===== src/rtl/mem_wb_pipe_pkg.sv =====
// Shared types for the MEM/WB pipeline register: buffer state encoding and
// the default-sized write-back payload record.
package mem_wb_pipe_pkg;

  localparam int unsigned DEF_DATA_W = 32;
  localparam int unsigned DEF_RD_W   = 5;

  typedef enum logic [1:0] {
    EMPTY = 2'd0,
    ONE   = 2'd1,
    FULL  = 2'd2
  } pipe_state_e;

  typedef struct packed {
    logic [DEF_DATA_W-1:0] alu_c;
    logic [DEF_DATA_W-1:0] dm_data;
    logic [DEF_RD_W-1:0]   rd;
    logic                  regw;
    logic                  mem2r;
  } wb_payload_t;

  function automatic logic [1:0] state_occupancy(input pipe_state_e st);
    logic [1:0] occ;
    case (st)
      EMPTY:   occ = 2'd0;
      ONE:     occ = 2'd1;
      FULL:    occ = 2'd2;
      default: occ = 2'd0;
    endcase
    return occ;
  endfunction

endpackage


===== src/rtl/mem_wb_pipe_wb_data_sel.sv =====
// Write-back data select: memory read data or ALU result.
module wb_data_sel #(
  parameter int DATA_W = 32
) (
  input  logic              sel_mem,
  input  logic [DATA_W-1:0] alu_c,
  input  logic [DATA_W-1:0] dm_data,
  output logic [DATA_W-1:0] wdata
);

  // pick the write-back source
  always_comb begin
    wdata = alu_c;
    if (sel_mem) begin
      wdata = dm_data;
    end else begin
      wdata = alu_c;
    end
  end

endmodule


===== src/rtl/mem_wb_pipe.sv =====
// MEM/WB pipeline register built as a two-slot skid buffer (head + skid) so
// that in_ready comes straight from a flop and never from out_ready.
module mem_wb_pipe #(
  parameter int DATA_W = 32,
  parameter int RD_W   = 5
) (
  input  logic              clk,
  input  logic              rst,
  input  logic              flush,
  input  logic              in_valid,
  output logic              in_ready,
  input  logic [DATA_W-1:0] in_alu_c,
  input  logic [DATA_W-1:0] in_dm_data,
  input  logic [RD_W-1:0]   in_rd,
  input  logic              in_regw,
  input  logic              in_mem2r,
  output logic              out_valid,
  input  logic              out_ready,
  output logic [DATA_W-1:0] out_alu_c,
  output logic [DATA_W-1:0] out_dm_data,
  output logic [RD_W-1:0]   out_rd,
  output logic              out_regw,
  output logic              out_mem2r,
  output logic [DATA_W-1:0] out_wdata,
  output logic              fwd_en,
  output logic [1:0]        occupancy
);

  import mem_wb_pipe_pkg::*;

  typedef struct packed {
    logic [DATA_W-1:0] alu_c;
    logic [DATA_W-1:0] dm_data;
    logic [RD_W-1:0]   rd;
    logic              regw;
    logic              mem2r;
  } slot_t;

  pipe_state_e state_q, state_d;
  slot_t       head_q, head_d;
  slot_t       skid_q, skid_d;
  slot_t       cap_s;
  logic        in_ready_q, in_ready_d;
  logic        accept_s, retire_s, out_valid_s;

  // capture record; a write to r0 is never a real write
  always_comb begin
    cap_s.alu_c   = in_alu_c;
    cap_s.dm_data = in_dm_data;
    cap_s.rd      = in_rd;
    cap_s.regw    = in_regw & (in_rd != {RD_W{1'b0}});
    cap_s.mem2r   = in_mem2r;
  end

  assign out_valid_s = (state_q != EMPTY);
  assign accept_s    = in_valid & in_ready_q;
  assign retire_s    = out_valid_s & out_ready;

  // next state and slot movement; flush overrides every handshake
  always_comb begin
    state_d = state_q;
    head_d  = head_q;
    skid_d  = skid_q;
    if (flush) begin
      state_d = EMPTY;
    end else begin
      case (state_q)
        EMPTY: begin
          if (accept_s) begin
            head_d  = cap_s;
            state_d = ONE;
          end else begin
            state_d = EMPTY;
          end
        end
        ONE: begin
          if (accept_s && retire_s) begin
            head_d  = cap_s;
            state_d = ONE;
          end else if (accept_s) begin
            skid_d  = cap_s;
            state_d = FULL;
          end else if (retire_s) begin
            state_d = EMPTY;
          end else begin
            state_d = ONE;
          end
        end
        FULL: begin
          if (retire_s) begin
            head_d  = skid_q;
            state_d = ONE;
          end else begin
            state_d = FULL;
          end
        end
        default: state_d = EMPTY;
      endcase
    end
    in_ready_d = (state_d != FULL);
  end

  // state, slots and the registered ready flag
  always_ff @(posedge clk) begin
    if (rst) begin
      state_q    <= EMPTY;
      head_q     <= {$bits(slot_t){1'b0}};
      skid_q     <= {$bits(slot_t){1'b0}};
      in_ready_q <= 1'b1;
    end else begin
      state_q    <= state_d;
      head_q     <= head_d;
      skid_q     <= skid_d;
      in_ready_q <= in_ready_d;
    end
  end

  assign in_ready    = in_ready_q;
  assign out_valid   = out_valid_s;
  assign out_alu_c   = head_q.alu_c;
  assign out_dm_data = head_q.dm_data;
  assign out_rd      = head_q.rd;
  assign out_mem2r   = head_q.mem2r;
  assign out_regw    = out_valid_s & head_q.regw;
  assign fwd_en      = out_valid_s & head_q.regw & (head_q.rd != {RD_W{1'b0}});
  assign occupancy   = state_occupancy(state_q);

  wb_data_sel #(
    .DATA_W (DATA_W)
  ) u_wb_data_sel (
    .sel_mem (head_q.mem2r),
    .alu_c   (head_q.alu_c),
    .dm_data (head_q.dm_data),
    .wdata   (out_wdata)
  );

endmodule


===== config.mk =====
export PLATFORM = sky130hd
export DESIGN_NAME = mem_wb_pipe
export DESIGN_NICKNAME = d
export VERILOG_FILES = /design/src/rtl/mem_wb_pipe_pkg.sv /design/src/rtl/mem_wb_pipe_wb_data_sel.sv /design/src/rtl/mem_wb_pipe.sv
export SDC_FILE = /design/constraint.sdc
export NUM_CORES = 1
export LEC_CHECK = 0
export BUFFER_PORTS_ARGS = -buffer_cell sky130_fd_sc_hd__buf_2
export CAP_MARGIN = 20
export CORE_ASPECT_RATIO = 0.7
export CORE_MARGIN = 1.5
export CORE_UTILIZATION = 25
export DETAILED_ROUTE_END_ITERATION = 12
export GPL_TIMING_DRIVEN = 0
export SETUP_SLACK_MARGIN = 0.15
export SLEW_MARGIN = 20
export SYNTH_ARGS = -nofsm -noshare
export SYNTH_HDL_FRONTEND = slang
export SYNTH_SLANG_ARGS = --single-unit

===== constraint.sdc =====
create_clock -name clk -period 3.5 [get_ports clk]
set_input_delay 0.35 -clock clk [delete_from_list [all_inputs] [get_ports clk]]
set_output_delay 0.35 -clock clk [all_outputs]
set_load 0.01 [all_outputs]

==> impl_metrics.env <==
export IMPL_routedWlPerCell_um=17.2
export IMPL_drtIter0Drc=380
export IMPL_p_leak_nw=3.66
export IMPL_dpl_hpwl_mm=17.5
export IMPL_synth_seq_cells=145
export IMPL_synth_top_cells_by_area="dfxtp_1 (44%), nand2_1 (16%), a311oi_1 (9.5%), buf_4 (8.0%), mux2_2 (5.5%)"
export IMPL_synth_edf_count=0
export IMPL_ys_seq_area_frac=0.441
export IMPL_vias_per_cell=4.69
export IMPL_min_period_ps=2740
export IMPL_max_cap_violations=0
export IMPL_status="complete, no violations"
export IMPL_hold_viol=0
export IMPL_design_area_um2=8430
export IMPL_grt_antenna_before_repair=4
export IMPL_syn_area_um2=6580
export IMPL_max_freq_mhz=364
export IMPL_p_sw_mw=1.13
export IMPL_cts_tree="yes"
export IMPL_wirelength_mm=23.8
export IMPL_fin_crit_sh=0.784
export IMPL_coreArea_um2=25700
export IMPL_grt_max_degree=17
export IMPL_finalClockSkew_ps=8.92
export IMPL_place_area_um2=7900
export IMPL_synth_top_area_share=0.441
export IMPL_synthFlopType="dfxtp_1"
export IMPL_worstMarginPinSlew_ps=925
export IMPL_grt_pass1_vias=6017
export IMPL_holdBufCountCts=0
export IMPL_fp_dieArea_um2=27300
export IMPL_timing_rr_start="state_q[0]"
export IMPL_synth_cells=839
export IMPL_crit_type="reg2out"
export IMPL_slew_violations=0
export IMPL_insertion_delay_ps=420
export IMPL_fp_row_count=49
export IMPL_setup_viol=0
export IMPL_dieWidth_um=197
export IMPL_avgSynthCellArea_um2=7.84
export IMPL_grt_overflow_total=0
export IMPL_syn2layout_area_growth_pct=28.2
export IMPL_netSwitchingFraction=0.281
export IMPL_grt_pass1_wl_mm=35.8
export IMPL_numClockSinks=145
export IMPL_worst_hold_path_type="in2reg"
export IMPL_endpoint="out_wdata[4]"
export IMPL_synth_cell_type_count=28
export IMPL_htree_levels=4
export IMPL_cp_start_kind="flip-flop"
export IMPL_syn_nets=917
export IMPL_rsz0062_at_grt="false"
export IMPL_slew_headroom=0.383
export IMPL_hold_slack_ps=173
export IMPL_clk_pin_slew_ps=70
export IMPL_start_util=0.255
export IMPL_clockPowerShare=0.413
export IMPL_synth_top_area_cell="dfxtp_1"
export IMPL_worstPathMaxFanout=10
export IMPL_crit_required_ps=3150
export IMPL_drive_gt1_frac=0.323
export IMPL_reg2reg_slack_ps=890
export IMPL_drc=0
export IMPL_io_pins=184
export IMPL_yosysWarningCount=0
export IMPL_cp_end_kind="primary output"
export IMPL_tns_ps=0
export IMPL_cts_resized_gates=0
export IMPL_final_nets=1118
export IMPL_final_core_util=0.327
export IMPL_reg2reg_depth=9
export IMPL_gp_congestion=0.790
export IMPL_post_cts_buffers=0
export IMPL_antenna_left=0
export IMPL_clock_path_buffers=2
export IMPL_vias=6501
export IMPL_met1_usage=0.255
export IMPL_fp_dieH_um=139
export IMPL_cts_root_buf="clkbuf_16"
export IMPL_grt_use_total=0.174
export IMPL_port_buffer_count=182
export IMPL_power_density_nw_per_um2=479
export IMPL_irDropWorstVdd_mv=0.320
export IMPL_grt_busiest_layer="met1"
export IMPL_pwr_share_comb=0.142
export IMPL_use_met3=0.0518
export IMPL_numCtsBuffers=17
export IMPL_p_int_mw=2.90
export IMPL_firstDrtPassIters=6
export IMPL_arrival_ps=2390
export IMPL_global_route_usage_met2=0.246
export IMPL_p_seq_frac=0.445
export IMPL_reg2reg_to="skid_q[67]"
export IMPL_async_reset_ff_frac=0
export IMPL_crit_path_start="out_mem2r"
[logic make-up after synthesis]
group / count (synthesis) / synth area share
multiplexers: 32 / 0.0548
AO/OA/AOI/OAI: 147 / 0.155
buffers and inverters: 136 / 0.123
adder cells (fa/ha/maj): 2 / 0.00380
flip-flops: 145 / 0.441
AND/OR/NAND/NOR: 377 / 0.222
[cells in the final DEF (no fill, tap or decap)]
| cell | Yosys | layout |
|---|---|---|
| inv_6 | 0 | 1 |
| buf_4 | 70 | 70 |
| a2bb2oi_1 | 1 | 1 |
| nand2b_1 | 1 | 1 |
| a31oi_2 | 1 | 1 |
| buf_2 | 23 | 205 |
| nand2_1 | 287 | 287 |
| or4_1 | 1 | 1 |
| and3_1 | 1 | 1 |
| a21oi_1 | 71 | 71 |
| or2_2 | 1 | 1 |
| nand4bb_1 | 1 | 1 |
| clkinvlp_4 | 0 | 4 |
| buf_6 | 1 | 1 |
| and2_1 | 2 | 2 |
| inv_1 | 1 | 1 |
| o21a_1 | 1 | 1 |
| a21o_1 | 2 | 2 |
| clkinv_2 | 0 | 3 |
| nor2b_1 | 1 | 1 |
| nor3_1 | 2 | 2 |
| dfxtp_1 | 145 | 145 |
| buf_1 | 1 | 1 |
| clkbuf_1 | 39 | 42 |
| diode_2 | 0 | 1 |
| mux2_2 | 32 | 32 |
| inv_2 | 1 | 1 |
| clkinv_4 | 0 | 4 |
| nor2_1 | 74 | 74 |
| clkbuf_16 | 0 | 17 |
| ha_1 | 2 | 2 |
| nand3b_1 | 3 | 3 |
| nand3_1 | 3 | 3 |
| a311oi_1 | 71 | 71 |
[cell type report]
| type | instances | area, µm² |
|---|---|---|
| diodes | 1 | 2.50 |
| plain buffers | 134 | 802 |
| clock buffers | 20 | 437 |
| clock inverters | 12 | 88.8 |
| fillers | 2799 | 17300 |
| inverters | 2 | 7.51 |
| multi-input cells | 558 | 2870 |
| flip-flops and latches | 145 | 2900 |
| well taps | 331 | 414 |
| repair buffers | 182 | 911 |
[per-layer routing]
| layer | wire length, µm | part of all wire |
|---|---|---|
| met4 | 279 | 0.012 |
| met2 | 9640 | 0.41 |
| met1 | 11900 | 0.50 |
| met3 | 1940 | 0.082 |
| met5 | 26 | 0.0011 |
[power groups by stage]
stage / combinational (mW) / clock, mW / sequential [mW]
final: 0.574 / 1.67 / 1.79
after global routing: 0.631 / 1.78 / 1.80
after CTS: 0.579 / 1.70 / 1.79
after detailed placement: 0.577 / 0 / 1.83
after global placement: 0.573 / 0 / 1.83
after floorplan: 0.354 / 0 / 1.80
[worst min-delay path by stage]
| stage | from | endpoint | slack (ps) | cells after the start |
|---|---|---|---|---|
| global placement | skid_q[16] | skid_q[16] | 440 | 2 |
| detailed placement | skid_q[50] | skid_q[50] | 450 | 2 |
| global route | in_dm_data[3] | skid_q[10] | 160 | 3 |
| CTS | in_dm_data[3] | skid_q[10] | 150 | 3 |
| floorplan | skid_q[0] | skid_q[0] | 440 | 2 |
| finish | in_dm_data[31] | skid_q[38] | 170 | 3 |
[worst max-delay path: stages, from the launching register on]
cell and delay, ps:
dfxtp_1 340, clkbuf_1 320, clkbuf_1 740, mux2_2 420, buf_2 140
[cells in the mapped netlist, types with 2 or more instances]
cell type and count:
nand2_1 287, dfxtp_1 145, nor2_1 74, a21oi_1 71
a311oi_1 71, buf_4 70, clkbuf_1 39, mux2_2 32
buf_2 23, nand3_1 3, nand3b_1 3, a21o_1 2
and2_1 2, ha_1 2, nor3_1 2
[sequential cells by signal, indices dropped and copies added (netlist names)]
signal / count
head_q: 1
in_ready: 1
out_alu_c: 32
out_dm_data: 32
out_mem2r: 1
out_rd: 5
skid_q: 71
state_q: 2
[per-stage QoR]
stage	worst slack (ps)	instances	power, mW
floorplan	1710	839	2.15
global placement	879	1352	2.40
detailed placement	874	1352	2.41
CTS	639	1384	4.07
global route	549	1384	4.21
finish	756	1385	4.03
(Power assumes the default switching activity.)
